[src/rtl/fps_link_pkg.sv]
// Shared definitions for the link multiplexer and its stale-node tracker.
// Link/node/interlock geometry, derived widths, and acq_index(), which maps
// a (link, node) pair onto the flat node numbering used by the mitigation stage.
package fps_link_pkg;

    localparam int MAX_LINK_COUNT      = 4;
    localparam int NODES_PER_LINK      = 16;
    localparam int INTERLOCKS_PER_NODE = 64;
    localparam int ACQ_INDEX_WIDTH     = 6;

    localparam int NODE_COUNT = MAX_LINK_COUNT * NODES_PER_LINK;
    localparam int LINK_WIDTH = (MAX_LINK_COUNT > 1) ? $clog2(MAX_LINK_COUNT) : 1;
    // One code wider than a legal node index needs, so the raw receiver field
    // can carry out-of-range values (e.g. 16) that must be counted and dropped.
    localparam int NODE_WIDTH = $clog2(NODES_PER_LINK + 1);

    function automatic logic [ACQ_INDEX_WIDTH-1:0] acq_index(
        input logic [LINK_WIDTH-1:0] link,
        input logic [NODE_WIDTH-1:0] node
    );
        return ACQ_INDEX_WIDTH'(int'(link) * NODES_PER_LINK + int'(node));
    endfunction

endpackage

[src/rtl/fps_stale_tracker.sv]
// Per-node age tracking for fps_link_mux.
// A prescaler produces one tick every TICK_CYCLES clocks; each tick ages every
// node that has not yet saturated. A good accept resets its node's age (and
// beats a coincident tick). A link that is down holds all its nodes saturated.
// Ports:
//   clk, reset      clock, asynchronous active-high reset
//   accept_valid    a good (in-range) packet is accepted this cycle
//   accept_index    flat node index of that packet
//   link_up         per-link channel-up
//   stale_nodes     registered: bit k set while node k's age is saturated
module fps_stale_tracker
    import fps_link_pkg::*;
#(
    parameter int TICK_CYCLES = 1250,
    parameter int AGE_WIDTH   = 3
) (
    input  logic                       clk,
    input  logic                       reset,
    input  logic                       accept_valid,
    input  logic [ACQ_INDEX_WIDTH-1:0] accept_index,
    input  logic [MAX_LINK_COUNT-1:0]  link_up,
    output logic [NODE_COUNT-1:0]      stale_nodes
);

    localparam int PRESC_WIDTH = (TICK_CYCLES > 1) ? $clog2(TICK_CYCLES) : 1;
    localparam logic [PRESC_WIDTH-1:0] PRESC_RELOAD = PRESC_WIDTH'(TICK_CYCLES - 1);
    localparam logic [AGE_WIDTH-1:0]   AGE_MAX      = {AGE_WIDTH{1'b1}};

    logic [PRESC_WIDTH-1:0] prescaler;
    logic                   tick;

    assign tick = (prescaler == '0);

    always_ff @(posedge clk or posedge reset) begin
        if (reset) begin
            prescaler <= PRESC_RELOAD;
        end else if (tick) begin
            prescaler <= PRESC_RELOAD;
        end else begin
            prescaler <= prescaler - PRESC_WIDTH'(1);
        end
    end

    for (genvar k = 0; k < NODE_COUNT; k++) begin : g_node
        localparam int LINK = k / NODES_PER_LINK;
        localparam logic [ACQ_INDEX_WIDTH-1:0] INDEX = ACQ_INDEX_WIDTH'(k);

        logic [AGE_WIDTH-1:0] age;
        logic                 stale_q;

        always_ff @(posedge clk or posedge reset) begin
            if (reset) begin
                age     <= AGE_MAX;
                stale_q <= 1'b1;
            end else begin
                stale_q <= (age == AGE_MAX);
                if (!link_up[LINK]) begin
                    age <= AGE_MAX;
                end else if (accept_valid && (accept_index == INDEX)) begin
                    age <= '0;
                end else if (tick && (age != AGE_MAX)) begin
                    age <= age + AGE_WIDTH'(1);
                end
            end
        end

        assign stale_nodes[k] = stale_q;
    end

endmodule

[src/rtl/fps_link_mux.sv]
// Merges node-report packets from MAX_LINK_COUNT link receivers into the
// single report stream of the mitigation stage, with round-robin arbitration
// (one accept per clock), a one-cycle registered output, an out-of-range
// node counter, and per-node staleness tracking.
// Ports:
//   clk, reset                 clock, asynchronous active-high reset
//   linkUp/linkValid           per-link channel-up and packet valid
//   linkReady                  per-link accept (one-hot grant, combinational)
//   linkNode/linkState/linkTransitions   flattened per-link packet fields
//   newDataStrobe              one-cycle pulse: acqIndex/inputState/inputTransitions are new
//   staleNodes                 bit per flat node index, set = node stale
//   badNodeCount               saturating count of dropped out-of-range packets
// Build option FPS_LINK_MUX_STATS_EN: adds statsClear input and
// linkPacketCount output (per-link 32-bit wrapping count of all accepts).
module fps_link_mux
    import fps_link_pkg::*;
#(
    parameter int STALE_TICK_CYCLES = 1250,
    parameter int STALE_AGE_WIDTH   = 3
) (
    input  logic                                          clk,
    input  logic                                          reset,
    input  logic [MAX_LINK_COUNT-1:0]                     linkUp,
    input  logic [MAX_LINK_COUNT-1:0]                     linkValid,
    output logic [MAX_LINK_COUNT-1:0]                     linkReady,
    input  logic [MAX_LINK_COUNT*NODE_WIDTH-1:0]          linkNode,
    input  logic [MAX_LINK_COUNT*INTERLOCKS_PER_NODE-1:0] linkState,
    input  logic [MAX_LINK_COUNT*INTERLOCKS_PER_NODE-1:0] linkTransitions,
    output logic                                          newDataStrobe,
    output logic [ACQ_INDEX_WIDTH-1:0]                    acqIndex,
    output logic [INTERLOCKS_PER_NODE-1:0]                inputState,
    output logic [INTERLOCKS_PER_NODE-1:0]                inputTransitions,
    output logic [NODE_COUNT-1:0]                         staleNodes,
    output logic [15:0]                                   badNodeCount
`ifdef FPS_LINK_MUX_STATS_EN
    ,
    input  logic                                          statsClear,
    output logic [MAX_LINK_COUNT*32-1:0]                  linkPacketCount
`endif
);

    if (ACQ_INDEX_WIDTH != $clog2(NODE_COUNT)) begin : g_acq_width_check
        $error("ACQ_INDEX_WIDTH must equal $clog2(MAX_LINK_COUNT*NODES_PER_LINK)");
    end

    logic [MAX_LINK_COUNT-1:0]      eligible;
    logic [LINK_WIDTH-1:0]          rr_ptr;
    logic [LINK_WIDTH-1:0]          cand;
    logic [LINK_WIDTH-1:0]          grant_idx;
    logic                           grant_valid;
    logic [NODE_WIDTH-1:0]          grant_node;
    logic                           node_ok;
    logic                           good_accept;
    logic [ACQ_INDEX_WIDTH-1:0]     grant_acq;

    // Down links are never eligible, which also keeps their linkReady low.
    assign eligible = linkValid & linkUp;

    always_comb begin
        cand        = '0;
        grant_valid = 1'b0;
        grant_idx   = '0;
        for (int k = 0; k < MAX_LINK_COUNT; k++) begin
            cand = LINK_WIDTH'((int'(rr_ptr) + k) % MAX_LINK_COUNT);
            if (!grant_valid && eligible[cand]) begin
                grant_valid = 1'b1;
                grant_idx   = cand;
            end
        end
    end

    always_comb begin
        linkReady = '0;
        if (grant_valid) begin
            linkReady[grant_idx] = 1'b1;
        end
    end

    assign grant_node  = linkNode[int'(grant_idx)*NODE_WIDTH +: NODE_WIDTH];
    assign node_ok     = (int'(grant_node) < NODES_PER_LINK);
    assign good_accept = grant_valid && node_ok;
    assign grant_acq   = acq_index(grant_idx, grant_node);

    always_ff @(posedge clk or posedge reset) begin
        if (reset) begin
            rr_ptr           <= '0;
            newDataStrobe    <= 1'b0;
            acqIndex         <= '0;
            inputState       <= '0;
            inputTransitions <= '0;
            badNodeCount     <= '0;
        end else begin
            newDataStrobe <= good_accept;
            if (grant_valid) begin
                rr_ptr <= LINK_WIDTH'((int'(grant_idx) + 1) % MAX_LINK_COUNT);
            end
            if (good_accept) begin
                acqIndex         <= grant_acq;
                inputState       <= linkState[int'(grant_idx)*INTERLOCKS_PER_NODE +: INTERLOCKS_PER_NODE];
                inputTransitions <= linkTransitions[int'(grant_idx)*INTERLOCKS_PER_NODE +: INTERLOCKS_PER_NODE];
            end
            if (grant_valid && !node_ok && (badNodeCount != 16'hFFFF)) begin
                badNodeCount <= badNodeCount + 16'd1;
            end
        end
    end

    fps_stale_tracker #(
        .TICK_CYCLES (STALE_TICK_CYCLES),
        .AGE_WIDTH   (STALE_AGE_WIDTH)
    ) u_stale (
        .clk          (clk),
        .reset        (reset),
        .accept_valid (good_accept),
        .accept_index (grant_acq),
        .link_up      (linkUp),
        .stale_nodes  (staleNodes)
    );

`ifdef FPS_LINK_MUX_STATS_EN
    logic [31:0] pkt_count [MAX_LINK_COUNT];

    always_ff @(posedge clk or posedge reset) begin
        if (reset) begin
            for (int i = 0; i < MAX_LINK_COUNT; i++) pkt_count[i] <= '0;
        end else if (statsClear) begin
            for (int i = 0; i < MAX_LINK_COUNT; i++) pkt_count[i] <= '0;
        end else if (grant_valid) begin
            pkt_count[grant_idx] <= pkt_count[grant_idx] + 32'd1;
        end
    end

    for (genvar i = 0; i < MAX_LINK_COUNT; i++) begin : g_stats
        assign linkPacketCount[i*32 +: 32] = pkt_count[i];
    end
`endif

endmodule

[config.mk]
export PLATFORM = sky130hd
export DESIGN_NAME = fps_link_mux
export DESIGN_NICKNAME = d
export VERILOG_FILES = /design/src/rtl/fps_link_pkg.sv /design/src/rtl/fps_stale_tracker.sv /design/src/rtl/fps_link_mux.sv
export SDC_FILE = /design/constraint.sdc
export NUM_CORES = 1
export LEC_CHECK = 0
export ABC_AREA = 1
export CORE_AREA = 2 2 298 300
export CTS_CLUSTER_DIAMETER = 60
export DETAILED_ROUTE_END_ITERATION = 8
export DIE_AREA = 0 0 300 302
export DONT_BUFFER_PORTS = 1
export GPL_TIMING_DRIVEN = 0
export PLACE_DENSITY = 0.51
export SYNTH_ARGS = -nofsm -noshare
export SYNTH_HDL_FRONTEND = slang
export SYNTH_SLANG_ARGS = --single-unit
export TNS_END_PERCENT = 20
[constraint.sdc]
create_clock -name clk -period 14.25 [get_ports clk]
set_clock_uncertainty 0.05 [all_clocks]
set_input_delay 1.425 -clock clk [delete_from_list [all_inputs] [get_ports clk]]
set_output_delay 1.425 -clock clk [all_outputs]
set_load 0.02 [all_outputs]
==> results of run 1 <==
logic make-up after synthesis:
logic type	Yosys count
DFF	420
and+or+nand+nor	1751
AOI/OAI and AO/OA	396
xor gates and xnor gates	83
buffers and inverters	528
adders and majority gates	135
report_power, final:
part	total, mW	switching (mW)	internal (mW)
clock network	1.45	0.605	0.841
logic	5.87	4.35	1.52
registers	2.26	0.574	1.69
flip-flops by register name (all words and copies together), names as in the netlist:
register / count
u_stale.g_node.age: 192
inputState: 64
inputTransitions: 64
u_stale.g_node.stale_q: 64
badNodeCount: 16
u_stale.prescaler: 11
acqIndex: 6
rr_ptr: 2
newDataStrobe: 1
path summary, 6_finish.rpt:
check	startpoint	to	slack (ns)
worst max-delay path	linkValid[0]	linkReady[3]	8.28
worst min-delay path	u_stale.prescaler[0]	u_stale.prescaler[0]	0.40
worst max register to register	rr_ptr[1]	u_stale.g_node[34].age[2]	9.33
worst min register to register	u_stale.prescaler[0]	u_stale.prescaler[0]	0.40
max in group asynchronous	reset	u_stale.g_node[55].age[2]	12.16
min in group asynchronous	reset	badNodeCount[7]	0.62
per-stage QoR:
step,cell area (um2),cells,utilization
after CTS,28440,4587,0.3248
after floorplan,24960,3313,-
final,28600,4650,0.3266
after global routing,28520,4618,0.3257
after detailed placement,26530,4482,0.3030
after global placement,26410,4478,0.3017
layer usage:
| layer | global-route usage | share of wire | up-vias |
|---|---|---|---|
| met5 | 0.01915 | 0.0025 | - |
| met2 | 0.3855 | 0.43 | 1160 |
| met4 | 0.1340 | 0.053 | 28 |
| met3 | 0.1027 | 0.12 | 279 |
| li1 | - | - | 10700 |
| met1 | 0.3261 | 0.40 | 11030 |
synthesized netlist by cell type (3+ instances only):
| library cell | instances | area share |
|---|---|---|
| buf_2 | 40 | 0.0080 |
| xnor2_1 | 40 | 0.014 |
| nor3_1 | 6 | 0.0012 |
| nand3_1 | 294 | 0.059 |
| o22ai_1 | 128 | 0.032 |
| nand2_1 | 926 | 0.14 |
| xor2_1 | 43 | 0.015 |
| or2_0 | 7 | 0.0018 |
| clkbuf_1 | 111 | 0.017 |
| inv_1 | 302 | 0.045 |
| nor2_1 | 419 | 0.063 |
| o21ai_0 | 265 | 0.053 |
| nand2_2 | 8 | 0.0020 |
| or2_1 | 3 | 0.00075 |
| ha_1 | 135 | 0.068 |
| buf_1 | 5 | 0.00075 |
| dfstp_2 | 261 | 0.27 |
| buf_4 | 67 | 0.020 |
| or2_2 | 54 | 0.014 |
| dfrtp_1 | 159 | 0.16 |
| nor2_2 | 22 | 0.0055 |
layout make-up:
type	instances	area (um2)	share of cell area
Antenna cell	63	157.7	0.005513
Buffer	224	1150	0.04021
Clock buffer	74	1570	0.05491
Clock inverter	31	339.1	0.01186
Inverter	304	1149	0.04016
Multi-Input combinational cell	2365	11830	0.4136
Sequential cell	420	10840	0.3789
Tap cell	1165	1458	0.05097
Timing Repair Buffer	4	110.1	0.003850
worst reg2reg max path, cell delays in order, from the launching register on:
cell and delay (ns):
dfrtp_1 0.48, inv_2 0.12, nand2_1 0.08, nand2_1 0.11
nand2_1 0.09, nand2_1 0.08, nand2_1 0.06, nand2_1 0.09
nor2_2 0.19, nand2_4 0.14, nand2_4 0.13, buf_4 0.22
buf_2 0.33, buf_1 0.89, ha_1 0.35, xor2_1 0.20
nand2_1 0.09, nor2_2 0.41, buf_2 0.35, nand2_1 0.17
nand2_1 0.12, nand2_1 0.05, nand2_1 0.07, inv_1 0.04
==> summary by stage, run 1 <==
Outcome
The flow ran to the end, and the final reports show no timing, DRC or antenna violations.

Logic synthesis
The number of distinct standard cells referenced by the synthesized netlist is 34. Measured against the total synthesized area, the mux share comes to 0. The flip-flop cell with the highest count after synthesis is dfstp_2. Of the total synthesized cell area, the portion taken by full adders, half adders and majority gates is 0.06769. The async set or reset register ratio after synthesis is 1.000. The area fraction in and, or, nand and nor cells after synthesis is 0.2910. The warning count from the yosys run is 0.

The number of enable-type register cells in the synthesized netlist is 0. Of the total synthesized cell area, the portion taken by XOR and XNOR cells is 0.02913. The cell area that synthesis handed to floorplanning was 0.02496 mm2.

The mean area per synthesized cell is 7.533 um2. The largest family of logic cells by synthesized area is simple AND/OR/NAND/NOR gates. The sequential share of the synthesized area is 0.4342. After synthesis the netlist holds a flip-flop and latch count of 420. The number of nets handed over by synthesis was 3990. The synthesized netlist cell count is roughly 3300.

The share of the synthesized area in compound gates (AO/OA/AOI/OAI) is 0.08614.

Clock network
The clock transition at the registers of the reported paths is 0.05 ns. No sink is reached through more buffers than the 3 on the longest clock path. In this run the clock root is driven by a clkbuf_16. For the worst-skew pair, the clock arrives at the later sink with an insertion delay of 0.63 ns. Buffers inserted to repair hold after CTS numbered 0. The clock sink count is 420. TritonCTS created 57 clock buffers. The quantity of gates resized following cts is 0. The CTS tree is yes. The number of setup buffers added after CTS is 0. The H-tree was split into 2 levels.

Setup path
The largest individual stage delay along the critical path comes from the cell buf_1. In this run the worst path has a maximum fanout of 12. Traced cell by cell, the critical path runs through nand2_1 -> nand2_1 -> nand3_1 -> nand2_1 -> nand2_1 -> nand2_1 -> nor2_2 -> nand2_4 -> nand2_4 -> buf_4 -> buf_2 -> buf_1 -> ha_1 -> inv_1 -> nor2_1.

The family with the most delay on the worst path is buffers and inverters. The critical path launch point type is an input port. Counting both buffers and inverters, the worst setup path holds a total of 4. For the worst setup path, the data required time is 12.77 ns. The critical path data arrival time is 4.50 ns. The endpoint class of the critical path is an output pin. The logic depth of the worst path, buffers included is 15.

The stage delay of the slowest cell on the critical path is 0.89 ns. The most numerous cell type found on the critical path is nand2_1. The worst reg2reg path depth is 23. The path type of the worst setup path is input port to output pin.

Job
The max-cap check violation count is 0.

Timing
The final hold violation count came to 0. The highest achievable clock rate is 0.1675 GHz. Adding up every negative setup slack in the final design gives 0 ns. The minimum setup slack in the final design is 8.279 ns.

Of the available clock period, the critical path in the final layout requires 0.4190. The clock period minus final worst setup slack is 5.971 ns. Setup violations remaining at the end of the flow were counted as 0.

The worst hold slack is 0.4030 ns. The slew of the pin with the lowest slew margin is 1.151 ns. Setup repair after global routing left no endpoint under its margin. The worst pin sits at a relative slew slack of 0.2329. The max-slew violation count is 0.

Pwr
In this run the static leakage power is approximately 13 nW. Summing internal, switching and leakage power gives 9.580 mW. The total power per unit cell area is 335.0 mW/mm2. Across the VDD grid, the largest voltage drop is 0.2630 mV.

Place
Once detailed placement completed, the half-perimeter wirelength came to about 98000 um. At the end of routability-driven placement, the weighted congestion stood at 1.026. The pre-CTS setup slack is 8.319 ns.

The count of buffers from port buffering is 0.

Route
Detailed routing inserted a total of 23200 vias. For this run, design rule violations remaining after detail routing come to 0. For this run, the detailed router's first-pass iteration total came to 6. The routed wirelength normalized by instance count is 26.22 um.

Wires add up to 121900 um. The iteration-0 DRC count of the detailed router is 2285. Dividing the detail-routed via count by the number of cells gives 4.989.

The detail route stage leaves a number of antenna-violating nets equal to 0.

GRT
The via count of the first global-routing pass came to about 22000. The total global-route track usage is 0.2605. Global routing finished with a remaining overflow of 0. The first global-routing pass estimated 165600 um of wire.

The initial antenna violation count is 97. The pin count of the biggest net entering global routing is 96.

Die
The number of top-level pins is 761. The floorplan has 109 rows. The floorplan step defined a core boundary enclosing 0.08756 mm2. The floorplan die area is just over 0.09 mm2. The initial utilization of the core area, before any placement, comes to 0.2850. The die is 300 um wide.

Measured along the y axis, the die boundary spans 302 um.

Finish
The count of filler cells inserted in the layout is 9481. The fraction of layout instances using a drive strength above 1 is 0.1645. The most frequent standard cell in the layout excluding fill and tap cells is nand2_1. The number of nets in the layout is between 4000 and 5000.

Relative to the synthesized area, the layout overhead comes to 14.60%. In the layout the commonest cells are nand2_1, nor2_1, inv_1.

Min path
The cell depth of the worst hold path is 1. The min-delay analysis places its worst path in the category flop to flop.
Note: power is estimated with default switching activity, not from simulation.
==> inputs of run 2 (changes only) <==
==> constraint.sdc (replaced) <==
create_clock -name clk -period 5.9 [get_ports clk]
set_clock_uncertainty 0.05 [all_clocks]
set_input_delay 0.59 -clock clk [delete_from_list [all_inputs] [get_ports clk]]
set_output_delay 0.59 -clock clk [all_outputs]
set_load 0.02 [all_outputs]
==> run 2 against run 1 <==
Wire length up 0.84%. Flip-flop and latch count unchanged. Non-clock buffer count rose by 8. Largest cell class unchanged. Sequential share of layout area decreased by 0.37 points. Critical path depth down 1.
==> summary by stage, run 2 (same netlist as run 1, synthesis figures left out) <==
Clock network
The clock latency reported for the late side of the worst-skew pair is about 0.66 ns. The cell sitting at the root of the clock tree is a clkbuf_16. The H-tree depth is 2. The clock sink count is 420.

The number of buffers added by the clock tree synthesis step is slightly below 60. The clock transition at the registers of the reported paths is 0.06 ns. No sink is reached through more buffers than the 3 on the longest clock path. Once the clock tree was built, the resizer swapped 0 gates to a different size.

The CTS tree is yes.

Finish
The share of the core filled with cells is 0.3299. In the final layout, the share of cells above drive strength 1 is 0.1669. With fillers left out, the area of the finished cells amounts to 0.02888 mm2.

The library cells used most frequently in the layout, excluding fill and tap cells, are nand2_1, nor2_1, inv_1. The flip-flop count of the largest register, all copies and words added is 192. The number of nets in the layout is roughly 4000. u_stale.g_node.age holds more flip-flops than any other register. The final cell count without fillers is 4660. Compared with the post-synthesis result, the final layout area differs by 15.74%. Leaving out fill and tap cells, the most frequent cell in the layout is nand2_1. Counting the fill cells in the layout gives 9469.

Place
Once placement finished, the instance area stood at between 0.02 and 0.03 mm2. The placed wire-length estimate after detailed placement is 99230 um. The pre-CTS setup slack is 0.8678 ns. The number of placed cells counting well taps is 4489.

The count of buffers added on input and output ports is 0. The routability congestion estimate from global placement is 1.013.

GRT
In the global route stage, met3 resource usage came out at 0.1003. The via count of the first global-routing pass was about 22000. The first global-routing pass estimated ~170000 um of wire.

Entering global routing, the biggest net connects 43 pins. Across every metal layer, demand over resource in global routing totals 0.2625. The initial antenna violation count was 96. The most crowded layer after global routing is met2. The global-route track usage on met2 is 0.3887.

For this run the aggregate overflow at the end of global routing stands at 0. The met1 usage in global routing is 0.3310.

Route
In this run, the number of DRC markers left after iteration 0 of detailed routing was 2037. Wires add up to 122900 um. The number of vias in the routed layout is 23270. The count of nets left with antenna violations after detail routing is 0. The mean number of vias per cell is 4.994. The detailed-router iteration count before antenna repair is 6.

For this run, design rule violations remaining after detail routing come to 0. The routed wirelength normalized by instance count is 26.38 um.

Job
The max-cap check violation count is 0.

Die
The core region is 0.08756 mm2. In this run the core area contains 109 standard-cell rows. From bottom edge to top edge, the die measures 302 um. The number of top-level pins is 761. The effective utilization at floorplan is 0.2850. The die covers 0.09060 mm2. Measured along the x axis, the die boundary spans 300 um.

Timing
The worst max-slew margin expressed relative to the limit is 0.2557. The number of failing setup endpoints in the final timing report is 0. Setup repair after global routing left no endpoint under its margin. Dividing the final minimum period by the clock period gives 0.8438. The clock period minus final worst setup slack is 4.978 ns. For the final routed database, the setup TNS stands at 0 ns. The worst hold slack is between 0.15 and 0.2 ns. The minimum setup slack in the final design is 0.9216 ns. The slew of the pin with the lowest slew margin is 1.116 ns.

The highest achievable clock rate is ~0.2 GHz. The max-slew violation count is 0. The final hold violation count came to 0.

Setup path
For this design, the slowest cell found on the critical path is buf_1. The most repeated library cell on the critical path is nand2_1. The critical path data arrival time is ~4.3 ns. STA puts the critical path data required time at 5.26 ns. STA classifies the critical path endpoint as an output pin.

The path type of the worst setup path is flop to output pin. The worst setup slack for register-to-register paths is 0.94 ns. The signal on the critical path passes through buf_4 -> nand2_1 -> nand3_1 -> nand2_1 -> nand2_1 -> nand2_1 -> nand2_2 -> nand2_4 -> buf_4 -> buf_2 -> buf_1 -> ha_1 -> inv_1 -> nor2_1. The maximum net fanout on the critical path is 12.

The worst setup path is launched from a flop. The stage delay of the slowest cell on the critical path is 0.88 ns.

Pwr
The total power is about 23 mW. VDD sags by at most 0.6263 mV. The leakage power figure is 13.55 nW.

In this run the power density over the cells is approximately 810 mW/mm2.

Min path
The class of the tightest hold or removal check is input port to flop.

Outcome
The flow ran to the end, and the final reports show no timing, DRC or antenna violations.
-- run 2: cell count changes in the layout (fill, tap and decap cells not counted), sizes merged --
cell / change
buf: +7
bufinv: +3
clkbuf: +8
clkinv: -6
diode: -2
dlygate4sd3: +1
inv: -1
-- run 2: power by group --
part           leakage [nW]  internal, mW  switching, mW
clock network         0.994          2.26           1.51
logic                  7.86          3.67           10.5
registers              4.70          4.07           1.43
-- run 2: metal layers --
| metal | vias to the layer above | share of wire |
|---|---|---|
| li1 | 10730 | - |
| met1 | 11100 | 0.39 |
| met2 | 1124 | 0.43 |
| met3 | 283 | 0.12 |
| met4 | 28 | 0.056 |
| met5 | - | 0.0022 |
-- run 2: cell type report --
type	count	area, um2	share of cell area
clock inverters	27	411.6	0.01425
diodes	61	152.6	0.005285
plain buffers	224	1150	0.03981
multi-input cells	2365	11830	0.4095
repair buffers	12	230.2	0.007971
well taps	1165	1458	0.05047
clock buffers	82	1672	0.05788
inverters	304	1145	0.03964
flip-flops and latches	420	10840	0.3752
-- run 2: worst paths after layout --
| kind | from | end | cells past startpoint |
|---|---|---|---|
| max | rr_ptr[0] | linkReady[3] | 14 |
| min | linkTransitions[158] | inputTransitions[30] | 4 |
| max reg2reg | rr_ptr[0] | u_stale.g_node[35].age[2] | 19 |
| min reg2reg | u_stale.prescaler[0] | u_stale.prescaler[0] | 1 |
| max in group asynchronous | reset | inputTransitions[43] | 6 |
| min in group asynchronous | reset | badNodeCount[4] | 2 |
-- run 2: what timing repair did --
item                                   4_1_cts  5_1_grt
setup buffers                                0        0
hold buffers                                 1        0
endpoints found under the hold margin       13        0
-- run 2: worst max-delay path, delay by kind of cell, from the launching register on --
| family | cells | cell delay, ns |
|---|---|---|
| adder cells (fa/ha/maj) | 1 | 0.28 |
| buffers and inverters | 5 | 1.80 |
| AND/OR/NAND/NOR | 8 | 1.24 |
| flip-flops | 1 | 0.41 |
==> inputs of run 3 (changes only) <==
==> constraint.sdc (replaced) <==
create_clock -name clk -period 4.9 [get_ports clk]
set_clock_uncertainty 0.05 [all_clocks]
set_input_delay 0.49 -clock clk [delete_from_list [all_inputs] [get_ports clk]]
set_output_delay 0.49 -clock clk [all_outputs]
set_load 0.02 [all_outputs]
==> run 3 against run 2 <==
Combinational power increased by 21%. Worst hold slack got worse by 0.10 ns. First-iteration DRC count increased by 2.8%. Highest routed layer unchanged.
==> summary by stage, run 3 (same netlist as run 1, synthesis figures left out) <==
Outcome
The flow ran to the end, and the final reports show no timing, DRC or antenna violations.

Timing
The ratio of final minimum period to clock period is 0.9275. The final hold violation count is 0. The clock period minus final worst setup slack is 4.545 ns. Setup repair after global routing left no endpoint under its margin. Setup violations remaining at the end of the flow were counted as 0. Headroom to the max-slew limit came out at 0.3523. The max-slew violation count is 0. Derived from the worst setup path, the maximum achievable clock frequency is roughly 0.22 GHz. For the pin with the worst max-slew slack, the measured transition is around 0.97 ns.

Route
For this block, the routed nets add up to 122700 um of wire. For this run, design rule violations remaining after detail routing come to 0. Detailed routing inserted a total of 23270 vias.

Dividing the detail-routed wire length by the instance count gives 26.37 um. The count of nets left with antenna violations after detail routing is 0. Dividing the detail-routed via count by the number of cells gives 5.001.

For this block, the initial DRC count from the detailed router was 2095. The detailed-router iteration count before antenna repair is 7.

Setup path
The path type of the worst setup path is flop to output pin. Data on the critical path arrives at its endpoint at 4.00 ns. The critical path launch point type is a flop. The endpoint class of the critical path is an output pin.

In this run the worst path has a maximum fanout of 11. The required time of the critical path is around 4.4 ns.

Finish
The most frequent standard cell in the layout excluding fill and tap cells is nand2_1. The register with the most flip-flops in the layout has 192 of them. The finished cells cover 0.02886 mm2. Leaving out fill and tap cells, the most frequent cells in the layout are nand2_1, nor2_1, inv_1. The layout-stage area growth over the synthesis result is 15.65%. After filler insertion, the fill cell instance count of the layout stands at approximately 9500. The share of the core filled with cells is 0.3296. The fraction of layout instances using a drive strength above 1 is 0.1669.

More flip-flops sit in one register than any other, and that register is u_stale.g_node.age. The number of nets in the layout is 4061.

GRT
The via count of the first global-routing pass was 22000. The total global-route track usage is 0.2620. The pin count of the biggest net entering global routing is 43.

Global routing finished with a remaining overflow of 0. The initial antenna violation count came to 95. The first-pass GRT wire length is around 170000 um.

Clock network
The number of gates resized after CTS was 0. The clock latency reported for the late side of the worst-skew pair is 0.66 ns. The H-tree depth is 2.

The tree is rooted in a clkbuf_16. TritonCTS built the clock tree. After clock tree synthesis, the clock-pin slew on the worst setup and hold paths is ~0.06 ns.

The clock sink count is 420. In this run the deepest clock path goes through 3 buffers. The number of buffers added by the clock tree synthesis step is 58. After clock tree synthesis, the setup repair step added 0 buffers.

Die
In this run the count of I/O pins placed on the die edge is 761. The width of the chip is 300 um. The die covers about 0.091 mm2. From bottom edge to top edge, the die measures 302 um. The floorplan core area is 0.08756 mm2. The floorplan has roughly 110 rows. The effective utilization at floorplan is 0.2850.

Place
The placed standard-cell area is 0.02664 mm2. The count of buffers from port buffering is 0. The routability congestion estimate from global placement is around 1.0. The wire-length estimate of the detail-placed layout is between 90000 and 100000 um.

Pwr
The analysis attributes to cell leakage a power of 13.55 nW. VDD sags by at most 0.7615 mV. The total power per unit cell area is 975.2 mW/mm2.

Job
Max-cap violations in this run came to 0.

Min path
The class of the tightest hold or removal check is input port to flop.
==> run 3: routing by layer <==
layer	GRT usage	wire, um
met1	0.3318	48230
met2	0.3890	52750
met3	0.09804	14470
met4	0.1327	6884
met5	0.009834	334
==> run 3: final cells by class <==
| cell class | count | area, um2 | area share |
|---|---|---|---|
| Antenna cell | 54 | 135.1 | 0.004682 |
| Multi-Input combinational cell | 2365 | 11830 | 0.4098 |
| Sequential cell | 420 | 10840 | 0.3755 |
| Inverter | 304 | 1145 | 0.03967 |
| Buffer | 223 | 1146 | 0.03971 |
| Tap cell | 1165 | 1458 | 0.05051 |
| Clock inverter | 27 | 411.6 | 0.01426 |
| Clock buffer | 82 | 1672 | 0.05792 |
| Timing Repair Buffer | 12 | 230.2 | 0.007977 |
==> run 3: final timing paths <==
path | startpoint | endpoint | slack, ns | depth (start not counted)
max in group asynchronous | reset | inputState[61] | 3.00 | 6
hold reg to reg | u_stale.prescaler[0] | u_stale.prescaler[0] | 0.40 | 1
min in group asynchronous | reset | badNodeCount[4] | 0.36 | 2
setup reg to reg | rr_ptr[0] | u_stale.g_node[35].age[2] | 0.69 | 18
setup / recovery | rr_ptr[1] | linkReady[2] | 0.36 | 15
hold / removal | linkTransitions[158] | inputTransitions[30] | 0.09 | 4
==> run 3: power breakdown <==
group	internal [mW]	switching [mW]	total, mW
Clock	2.72	1.81	4.54
Combinational	4.42	12.6	17.0
Sequential	4.90	1.72	6.62
==> run 3: what timing repair did <==
item                       CTS  global route
hold buffers                 1             0
setup endpoints to repair   20             0
hold endpoints to repair    13             0
==> run 3: critical path: stages (launching register included) <==
cell,delay [ns]
dfrtp_1,0.46
inv_2,0.14
nand2_1,0.06
nand2_1,0.13
nor2_1,0.08
nor2_1,0.19
nand3_4,0.17
nand2_4,0.17
nand2_4,0.09
buf_6,0.16
inv_1,0.14
buf_2,0.55
buf_2,0.42
ha_1,0.20
inv_1,0.04
nor2_1,0.36
==> run 3: stage by stage <==
stage / cells / TNS [ns] / hold WS [ns] / setup slack, ns / total power [mW]
finish: 4652 / 0 / 0.09195 / 0.3552 / 28.15
detailed placement: 4489 / -1.801 / 0.3961 / -0.09146 / 23.35
CTS: 4598 / 0 / 0.05072 / 0.3155 / 27.98
floorplan: 3313 / -173.69 / 0.3794 / -1.092 / 16.66
global route: 4630 / 0 / 0.07986 / 0.06445 / 29.93
global placement: 4478 / -1078.63 / 0.3914 / -4.115 / 23.33
